File: src/rtl/mul_16_bit.sv
// Two-stage 16x16 -> 32 multiplier: 8x8 partial products, then shift-add tree.
// Define MUL16_SIGNED_EN for two's-complement operands and a signed product.
module mul_16_bit (
    input  logic        clk,
    input  logic        rst,
    input  logic        in_valid,
    input  logic [15:0] A,
    input  logic [15:0] B,
    output logic        out_valid,
    output logic [31:0] P,
    output logic        C
);

    // 8x8 unsigned product assembled from four 4x4 sub-products
    function automatic logic [15:0] mul8(input logic [7:0] x, input logic [7:0] y);
        logic [7:0] p0, p1, p2, p3;
        p0 = {4'b0, x[3:0]} * {4'b0, y[3:0]};
        p1 = {4'b0, x[3:0]} * {4'b0, y[7:4]};
        p2 = {4'b0, x[7:4]} * {4'b0, y[3:0]};
        p3 = {4'b0, x[7:4]} * {4'b0, y[7:4]};
        return {8'b0, p0} + {4'b0, p1, 4'b0} + {4'b0, p2, 4'b0} + {p3, 8'b0};
    endfunction

    logic [15:0] ll_u, lh_u, hl_u, hh_u;
    logic [15:0] ll_c, hh_c;
    logic [16:0] lh_c, hl_c;

    logic        v1;
    logic [15:0] ll_q, hh_q;
    logic [16:0] lh_q, hl_q;

    logic [31:0] lh_x, hl_x, mid, sum;
    logic        ovf;

    assign ll_u = mul8(A[7:0],  B[7:0]);
    assign lh_u = mul8(A[7:0],  B[15:8]);
    assign hl_u = mul8(A[15:8], B[7:0]);
    assign hh_u = mul8(A[15:8], B[15:8]);
    assign ll_c = ll_u;

`ifdef MUL16_SIGNED_EN
    // Upper halves carry weight -2^7 on their MSB; the 2^32 term of HH drops out
    assign lh_c = {1'b0, lh_u} - (B[15] ? {1'b0, A[7:0], 8'b0} : 17'd0);
    assign hl_c = {1'b0, hl_u} - (A[15] ? {1'b0, B[7:0], 8'b0} : 17'd0);
    assign hh_c = hh_u - (A[15] ? {B[15:8], 8'b0} : 16'd0)
                       - (B[15] ? {A[15:8], 8'b0} : 16'd0);
    assign lh_x = {{15{lh_q[16]}}, lh_q};
    assign hl_x = {{15{hl_q[16]}}, hl_q};
`else
    assign lh_c = {1'b0, lh_u};
    assign hl_c = {1'b0, hl_u};
    assign hh_c = hh_u;
    assign lh_x = {15'b0, lh_q};
    assign hl_x = {15'b0, hl_q};
`endif

    assign mid = lh_x + hl_x;
    assign sum = {16'b0, ll_q} + (mid << 8) + {hh_q, 16'b0};

`ifdef MUL16_SIGNED_EN
    assign ovf = ~((&sum[31:15]) | ~(|sum[31:15]));
`else
    assign ovf = |sum[31:16];
`endif

    always_ff @(posedge clk) begin
        if (rst) begin
            v1        <= 1'b0;
            ll_q      <= '0;
            lh_q      <= '0;
            hl_q      <= '0;
            hh_q      <= '0;
            out_valid <= 1'b0;
            P         <= '0;
            C         <= 1'b0;
        end else begin
            v1        <= in_valid;
            out_valid <= v1;
            if (in_valid) begin
                ll_q <= ll_c;
                lh_q <= lh_c;
                hl_q <= hl_c;
                hh_q <= hh_c;
            end
            if (v1) begin
                P <= sum;
                C <= ovf;
            end
        end
    end

endmodule

File: config.mk
export PLATFORM = sky130hd
export DESIGN_NAME = mul_16_bit
export DESIGN_NICKNAME = d
export VERILOG_FILES = /design/src/rtl/mul_16_bit.sv
export SDC_FILE = /design/constraint.sdc
export NUM_CORES = 1
export LEC_CHECK = 0
export BUFFER_PORTS_ARGS = -buffer_cell sky130_fd_sc_hd__buf_2
export CORE_UTILIZATION = 40
export DETAILED_ROUTE_END_ITERATION = 8
export GPL_TIMING_DRIVEN = 0
export SLEW_MARGIN = 40
export SYNTH_ARGS = -nofsm -noshare
export SYNTH_HDL_FRONTEND = slang
export SYNTH_SLANG_ARGS = --single-unit
File: constraint.sdc
create_clock -name clk -period 5 [get_ports clk]
set_input_delay 0.25 -clock clk [delete_from_list [all_inputs] [get_ports clk]]
set_output_delay 0.25 -clock clk [all_outputs]
set_load 0.02 [all_outputs]
== After elaboration in Yosys (flattened, before gate mapping) ==
Index checks and enable logic that the tools add are counted.

* Output and inout bits: 34
* Register bits: 99
* Logic and storage cells: 40
* Input bits: 35

* Add/sub/neg operators: 15
* Multipliers: 16
* Reduce and logical (&&, ||, !) cells: 1

{| class="wikitable"
|+ Operator list
! operator !! number
|-
| 4-bit by 4-bit multiplier with 8-bit output || 16
|-
| 14-bit by 16-bit adder with 16-bit output || 4
|-
| 13-bit by 12-bit adder with 14-bit output || 4
|-
| 8-bit by 12-bit adder with 13-bit output || 4
|-
| 26-bit by 32-bit adder with 32-bit output || 1
|-
| 16-bit by 25-bit adder with 26-bit output || 1
|-
| 16-bit by 16-bit adder with 17-bit output || 1
|-
| 16-bit OR reduction || 1
|}

== Logic depth before layout (Yosys ltp) ==
Gate-level depths: netlist (run 1).

* Depth after elaboration: 4
* Depth in mapped cells: 23
* Depth with buffers taken out: 22

== Worst setup path after synthesis (run 1) ==
OpenSTA, ideal clock, no wires.

* Path kind: input port to flip-flop
* Start: input port B[3]
* End: register ll_q[14]
* Slack: -0.341 ns
* Cell stages on the path: 21
* Data required time: 4.866 ns
* Path buffers: 1
* Data arrival time: 5.207 ns
* Library setup time: 0.134 ns
* Cell sequence: clkbuf_1 -> nand2_1 -> fa_1 -> inv_1 -> fa_1 -> inv_1 -> fa_1 -> inv_1 -> ha_1 -> inv_1 -> fa_1 -> inv_1 -> ha_1 -> ha_1 -> a21oi_1 -> o21bai_1 -> a21oi_1 -> o21bai_1 -> a211oi_1 -> nor4_1 -> or4_1

* Longest elaborated chain between the ends: 4
* Elaborated cells on any way between the ends: 5
* Those cells by class: add/sub (3); mul (2)

{| class="wikitable"
|+ Ends and longest elaborated chain
! element !! RTL line !! RTL
|-
| from (decl) || 8 || <nowiki>input logic [15:0] B,</nowiki>
|-
| 4-bit by 4-bit multiplier with 8-bit output || 17 || <nowiki>p0 = {4'b0, x[3:0]} * {4'b0, y[3:0]};</nowiki>
|-
| 8-bit by 12-bit adder with 13-bit output || 21 || <nowiki>return {8'b0, p0} + {4'b0, p1, 4'b0} + {4'b0, p2, 4'b0} + {p3, 8'b0};</nowiki>
|-
| 13-bit by 12-bit adder with 14-bit output * || 21 ||
|-
| 14-bit by 16-bit adder with 16-bit output * || 21 ||
|-
| to (signal assigned) || 80 || <nowiki>ll_q <= ll_c;</nowiki>
|-
| to (decl) || 29 || <nowiki>logic [15:0] ll_q, hh_q;</nowiki>
|}

Every way passes the cells marked *; elsewhere a longest branch is shown, timed or not.
A chain may end at the register's enable or synchronous reset.

== Final worst setup path (run 1) ==
Ends and elaborated chain as after synthesis.

==> results of run 1 <==
==> critical path, delay by kind of cell <==
family,cells,cell delay [ns]
adders and majority gates,7,2.91
AOI/OAI and AO/OA,6,0.84
and+or+nand+nor,2,0.57
buffers and inverters,7,0.53
==> cell type report <==
cell class	count	area [µm²]	share of cell area (%)
timing repair buffer	116	903	4.99
tap	511	639	3.53
clock buffer	9	225	1.24
clock inverter	7	81.3	0.449
sequential	99	1980	11.0
antenna	1	2.50	0.0138
inverter	242	908	5.02
buffer	49	482	2.66
multi-input combinational	1388	12900	71.1
==> flip-flops by register name, summed over array words and instances, names as in the netlist <==
register / flops
P: 32
hh_q: 16
hl_q: 16
lh_q: 16
ll_q: 16
C: 1
out_valid: 1
v1: 1
==> cell families (layout without fill, tap and decap cells) <==
group                    Yosys count  count (layout)  synth area share (%)
multiplexers                      61              61                  3.98
AND/OR/NAND/NOR                  513             513                  17.1
flip-flops                        99              99                  12.8
adder cells (fa/ha/maj)          435             435                  40.4
buffers and inverters            307             423                  7.84
other                              0               1                     0
AO/OA/AOI/OAI                    268             268                  11.6
XOR/XNOR                         111             111                  6.29
==> path summary, 6_finish.rpt <==
kind	startpoint	end	slack, ns	cells after the start
worst min register to register	P[18]	P[18]	0.48	2
worst min-delay path	A[0]	ll_q[0]	0.24	3
worst max-delay path	B[3]	ll_q[14]	0.15	22
worst max register to register	lh_q[0]	C	0.49	21
==> repair_timing <==
| action | 4_1_cts | 5_1_grt |
|---|---|---|
| resized for setup | 83 | 99 |
| cloned | 0 | 1 |
| setup endpoints to repair | 16 | 16 |
| setup buffers | 28 | 19 |
| pin swaps | 24 | 80 |
==> per-stage QoR <==
step | cells | instance area [µm²] | utilization (%)
CTS | 2409 | 17600 | 46.5
floorplan | 1794 | 15700 | -
global route | 2421 | 18100 | 47.8
global placement | 2373 | 16700 | 44.2
detailed placement | 2373 | 16700 | 44.2
finish | 2422 | 18100 | 47.8
==> power by group <==
part | total (mW) | switching (mW) | internal [mW]
clock network | 0.732 | 0.335 | 0.397
registers | 1.07 | 0.115 | 0.951
logic | 5.76 | 3.10 | 2.65
==> routing by layer <==
| metal | wire [µm] | global-route usage, % | up-vias |
|---|---|---|---|
| li1 | - | - | 6208 |
| met1 | 20300 | 30.2 | 5827 |
| met2 | 17900 | 33.8 | 201 |
| met3 | 1310 | 1.70 | 39 |
| met4 | 876 | 5.58 | 0 |
| met5 | 0 | 0 | - |
==> synthesized netlist by cell type, types with 10 or more instances <==
master    instances  area [µm²]
a211oi_1         27         203
a21o_1           39         293
a21oi_1          86         430
and2_1          167        1040
clkbuf_1         53         199
dfxtp_1          99        1980
fa_1            106        2120
ha_1            329        4120
inv_1           241         905
mux2i_1          58         581
nand2_1         125         469
nand2b_1         20         125
nand3_1          16        80.1
nor2_1          111         417
nor3_1           16        80.1
o21ai_0          22         110
o21bai_1         24         180
o22ai_1          10        62.6
xnor2_1          89         780
xor2_1           22         193
==> summary.md, run 1 <==
| Metric | Value |
|---|---|
| Slew @ Worst Pin | `0.819 ns` |
| Slowest CP cell | `fa_1` |
| Post-synthesis cell area | `0.0155 mm²` |
| Crit path kind | `input pin to register` |
| GR Util All Layers | `21.1%` |
| Die span in y | `199 µm` |
| Tcrit/Tclk final | `97.0%` |
| CTS Hold Bufs | `0` |
| Nets | `2375` |
| CTS sink count | `99` |
| CP required | `5.24 ns` |
| Synth unique cells | `75` |
| Vias | `12300` |
| Setup violations, final | `0` |
| CTS Buffer Depth | `2` |
| I/O Buffers | `68` |
| Maximum vdd drop | `261 µV` |
| Area grow syn2layout | `17.1%` |
| Arrival time worst endpoint | `5.09 ns` |
| Cell repeated most along the worst path | `inv_1` |
| Worst-path cell chain | `buf_6, clkbuf_16, nand2_2, fa_1, inv_1, fa_1, inv_2, fa_2, inv_1, ha_1, inv_1, fa_2, inv_1, ha_4, ha_4, a21oi_4, o21bai_1, a21oi_2, o21bai_2, a211oi_2, o2111a_1, or4_1` |
| Fin. max-slew vios | `0` |
| Initial antenna violation count | `1` |
| Setup WS pre-CTS | `-0.911 ns` |
| Row count | `71` |
| Worst setup SP type | `input pin` |
| Grt ovf | `0` |
| Largest net degree at the start of global routing | `19` |
| Min cycle time layout | `4.85 ns` |
| Vias per inst | `5.07` |
| Die Span X | `199 µm` |
| Clk slew on worst S/H paths | `0.08 ns` |
| Core ar. | `0.0378 mm²` |
| DRC Markers | `0` |
| Mapped Nets | `2264` |
| Share of layout cells above drive strength 1 | `14.6%` |
| Pwr per Cell Area | `417 mW/mm²` |
| Status | `finished clean` |
| Vias in the first global route | `12100` |
| Fill count | `3684` |
| Starting density of the core | `40.8%` |
| DIE AREA | `0.0394 mm²` |
| Routed wire length per instance | `16.7 µm` |
| Final setup TNS | `0 ns` |
| RSZ-0062 raised after global routing | `yes` |
| Syn Inst Count | `1794` |
| Mapped Avg Cell Area | `8.61 µm²` |
| Num ports | `69` |
| Critical Path Fanout Max | `7` |
| Commonest non-fill, non-tap cells in the layout | `ha_1, inv_1, and2_1, nand2_1, nor2_1` |
| Max Cap Viol | `0` |
| HP Class | `input pin to register` |
| CTS buffer count | `9` |
| Most common cell after layout, fill and taps aside | `ha_1` |
| Hold WS | `0.240 ns` |
| First-pass GRT wire length | `64.5 mm` |
| First DRT Iteration DRCs | `495` |
| Flops & latches, synth | `99` |
| Hold Fails Final Rpt | `0` |
| Leakage | `9.31 nW` |
| Top FF cell, synth | `dfxtp_1` |
| Setup Skew | `0.0132 ns` |
| DRT antenna net count | `0` |
| Worst path max stage delay | `0.53 ns` |
| Clk root buf | `clkbuf_16` |
| Slew HR | `45.4%` |
| Max Clock Freq | `206 MHz` |
| CP endpoint kind | `register` |
| CTS tree | `built` |
| Routability cong. | `0.856` |
| Power Total | `7.55 mW` |
| Clk_lat worst skew | `0.35 ns` |
| First-pass DRT Iterations | `5` |
| Dpl hpwl | `33.5 mm` |
| Post-synth EDFFs | `0` |
| Setup WS post-layout | `0.150 ns` |
| Synth async-reset ratio | `0%` |
| H-tree depth | `3` |
| Total Wirelength | `40.4 mm` |
| Register area share after synthesis | `12.8%` |
| Synth warnings | `0` |
Power figures use the tool's default switching activity.
==> run 2, diff against run 1 <==
==> constraint.sdc (replaced) <==
create_clock -name clk -period 6.3 [get_ports clk]
set_input_delay 0.315 -clock clk [delete_from_list [all_inputs] [get_ports clk]]
set_output_delay 0.315 -clock clk [all_outputs]
set_load 0.02 [all_outputs]
==> run 2 against run 1 <==
Worst setup slack better by 0.21 ns. Final area is 7.7% lower. Die area did not move. Worst hold slack improved by 0.087 ns. Via count is 1.2% lower. Register-to-register slack improved by 1.1 ns. Cell count decreased by 1.8%. Combinational power down 35%. Routed wire length decreased by 1.6%. Sequential power down 21%. Clock power fell by 24%. Critical endpoint is now lh_q[14].
==> summary.md, run 2 (synthesis results as in run 1) <==
| Metric | Value |
|---|---|
| Status | `finished clean (unchanged)` |
| GR Util All Layers | `21.8% (was 21.1%)` |
| Setup WS post-layout | `0.364 ns (was 0.150 ns)` |
| HP Class | `input pin to register (unchanged)` |
| CTS buffer count | `9 (unchanged)` |
| CP required | `6.54 ns (was 5.24 ns)` |
| Routed wire length per instance | `16.7 µm (about the same)` |
| Hold Crit Start | `A[0] (unchanged)` |
| Min cycle time layout | `5.94 ns` |
| Net Sw Frac | `48.9% (was 47.0%)` |
| Hold Fails Final Rpt | `0 (unchanged)` |
| Grt ovf | `0 (unchanged)` |
| Fin. max-slew vios | `0 (unchanged)` |
| DIE AREA | `0.0394 mm² (unchanged)` |
| Commonest non-fill, non-tap cells in the layout | `ha_1, inv_1, and2_1, nand2_1, nor2_1 (unchanged)` |
| Routability cong. | `0.915 (was 0.856)` |
| Initial antenna violation count | `0 (was 1)` |
| Crit path kind | `input pin to register (unchanged)` |
| Critical Path Fanout Max | `10 (was 7)` |
| Number of flip-flops in the largest register | `32 (unchanged)` |
| Hold Path Stages | `3 (unchanged)` |
| Internal power | `2.62 mW (was 4.00 mW)` |
| Vias in the first global route | `12400 (was 12100)` |
| CTS Buffer Depth | `2 (unchanged)` |
| Clk slew on worst S/H paths | `0.08 ns (about the same)` |
| Starting density of the core | `40.8% (unchanged)` |
| Met3 Use GR | `1.66% (was 1.70%)` |
| # Post-CTS Setup Buffers | `0 (was 28)` |
| NetSw | `2.51 mW (was 3.55 mW)` |
| Max Clock Freq | `168 MHz` |
| Share of power burned in registers | `16.6% (was 14.1%)` |
| Leakage | `8.84 nW (was 9.31 nW)` |
| RSZ-0062 raised after global routing | `no (was yes)` |
| CTS resizes | `0 (was 83)` |
| First-pass DRT Iterations | `5 (unchanged)` |
| DRC Markers | `0 (unchanged)` |
| Clk root buf | `clkbuf_16 (unchanged)` |
| Area grow syn2layout | `8.05% (was 17.1%)` |
| N_diodes | `0 (was 1)` |
| Setup Skew | `0.00992 ns (was 0.0132 ns)` |
| DRT antenna net count | `0 (unchanged)` |
| Tcrit/Tclk final | `94.2%` |
| Slew HR | `42.7% (was 45.4%)` |
| Worst reg2reg path endpoint | `C (unchanged)` |
| CP endpoint kind | `register (unchanged)` |
| Met1 usage | `29.9% (was 30.2%)` |
| CTS sink count | `99 (unchanged)` |
| Clk_lat worst skew | `0.36 ns (was 0.35 ns)` |
| Vias per inst | `5.10 (was 5.07)` |
| Max Cap Viol | `0 (unchanged)` |
| Most flops, register | `P (unchanged)` |
| Die Span X | `199 µm (unchanged)` |
| Vias | `12100 (was 12300)` |
| CTS Hold Bufs | `0 (unchanged)` |
| Slew @ Worst Pin | `0.859 ns (was 0.819 ns)` |
| Flop2flop setup slack | `1.55 ns (was 0.49 ns)` |
| I/O Buffers | `68 (unchanged)` |
| Largest net degree at the start of global routing | `20 (was 19)` |
| Arrival time worst endpoint | `6.18 ns (was 5.09 ns)` |
| Dpl hpwl | `34.1 mm (was 33.5 mm)` |
| Clock power share | `10.8% (was 9.7%)` |
| Nets | `2332 (was 2375)` |
| Total Wirelength | `39.8 mm (was 40.4 mm)` |
| First-pass GRT wire length | `66.6 mm (was 64.5 mm)` |
| Combinational Power Share | `72.6% (was 76.2%)` |
| Busiest metal layer after global routing | `met2 (unchanged)` |
| Met2 usage | `37.0% (was 33.8%)` |
| Hold WS | `0.327 ns (was 0.240 ns)` |
| Worst setup SP type | `input pin (unchanged)` |
| Setup violations, final | `0 (unchanged)` |
| Worst reg2reg path startpoint | `lh_q[0] (unchanged)` |
| Num ports | `69 (unchanged)` |
| Pwr per Cell Area | `307 mW/mm² (was 417 mW/mm²)` |
| R2R depth | `21 (unchanged)` |
| Final core utilization | `44.1% (was 47.8%)` |
| Share of layout cells above drive strength 1 | `6.75% (was 14.6%)` |
| Worst hold path endpoint | `ll_q[0] (unchanged)` |
| Core ar. | `0.0378 mm² (unchanged)` |
| First DRT Iteration DRCs | `588 (was 495)` |
| CTS tree | `built (unchanged)` |
| Die span in y | `199 µm (unchanged)` |
| Maximum vdd drop | `144 µV (was 261 µV)` |
| Most common cell after layout, fill and taps aside | `ha_1 (unchanged)` |
| Row count | `71 (unchanged)` |
| H-tree depth | `3 (unchanged)` |
| Setup WS pre-CTS | `-0.171 ns (was -0.911 ns)` |
==> run 2: cell count changes in the layout (fill, tap and decap cells not counted), sizes merged <==
cell,previous run,this run
clkbuf,49,56
bufinv,1,0
clkinvlp,0,1
diode,1,0
buf,125,75
==> run 2: worst max path at each step <==
| stage | slack (ns) | startpoint | endpoint | cells past startpoint |
|---|---|---|---|---|
| 2_1_floorplan | 0.89 | B[3] | ll_q[14] | 21 |
| 5_1_grt | 0.04 | B[15] | lh_q[14] | 22 |
| 3_3_place_gp | -0.11 | B[11] | lh_q[14] | 22 |
| 3_5_place_dp | -0.17 | B[11] | lh_q[14] | 22 |
| 4_1_cts | 0.20 | B[11] | lh_q[14] | 22 |
| 6_report | 0.36 | B[14] | lh_q[14] | 22 |
==> run 2: per-stage QoR <==
step | TNS [ns] | std cells | cell area [µm²] | power [mW]
after detailed placement | -0.527 | 2373 | 16400 | 4.54
after floorplan | 0 | 1794 | 15500 | 3.66
after global routing | 0 | 2378 | 16700 | 5.72
after global placement | -0.217 | 2373 | 16400 | 4.50
final | 0 | 2378 | 16700 | 5.12
after CTS | 0 | 2389 | 16700 | 5.16
==> run 2: worst max-delay path, stage by stage <==
cell and delay [ns]:
buf_2 0.23, clkbuf_1 0.56, nand2_1 0.16, fa_1 0.54, inv_1 0.05, fa_1 0.56
inv_1 0.06, fa_1 0.53, inv_1 0.04, ha_1 0.26, inv_1 0.05, fa_1 0.53
inv_1 0.05, ha_1 0.30, ha_1 0.35, a21oi_1 0.22, o21bai_1 0.09, a21oi_1 0.22
o21bai_1 0.12, a211oi_1 0.34, nor4_1 0.09, or4_1 0.51
==> run 2: power groups by stage <==
stage	Combinational [mW]	Clock (mW)	Sequential [mW]
after global routing	4.27	0.590	0.865
after floorplan	2.80	0	0.857
after global placement	3.64	0	0.862
after CTS	3.74	0.567	0.850
final	3.72	0.556	0.849
after detailed placement	3.68	0	0.863
==> run 2: area by class of cell <==
| type | instances | area [µm²] |
|---|---|---|
| buffer | 54 | 267 |
| clock buffer | 9 | 225 |
| clock inverter | 7 | 67.6 |
| fill | 3870 | 21100 |
| inverter | 242 | 908 |
| multi-input combinational | 1388 | 12300 |
| sequential | 99 | 1980 |
| tap | 511 | 639 |
| timing repair buffer | 68 | 340 |
==> run 2: per-layer routing <==
metal / up-vias / share of wire (%)
li1: 6124 / -
met3: 31 / 2.9
met1: 5787 / 50
met4: 0 / 1.8
met2: 188 / 46
met5: - / 0
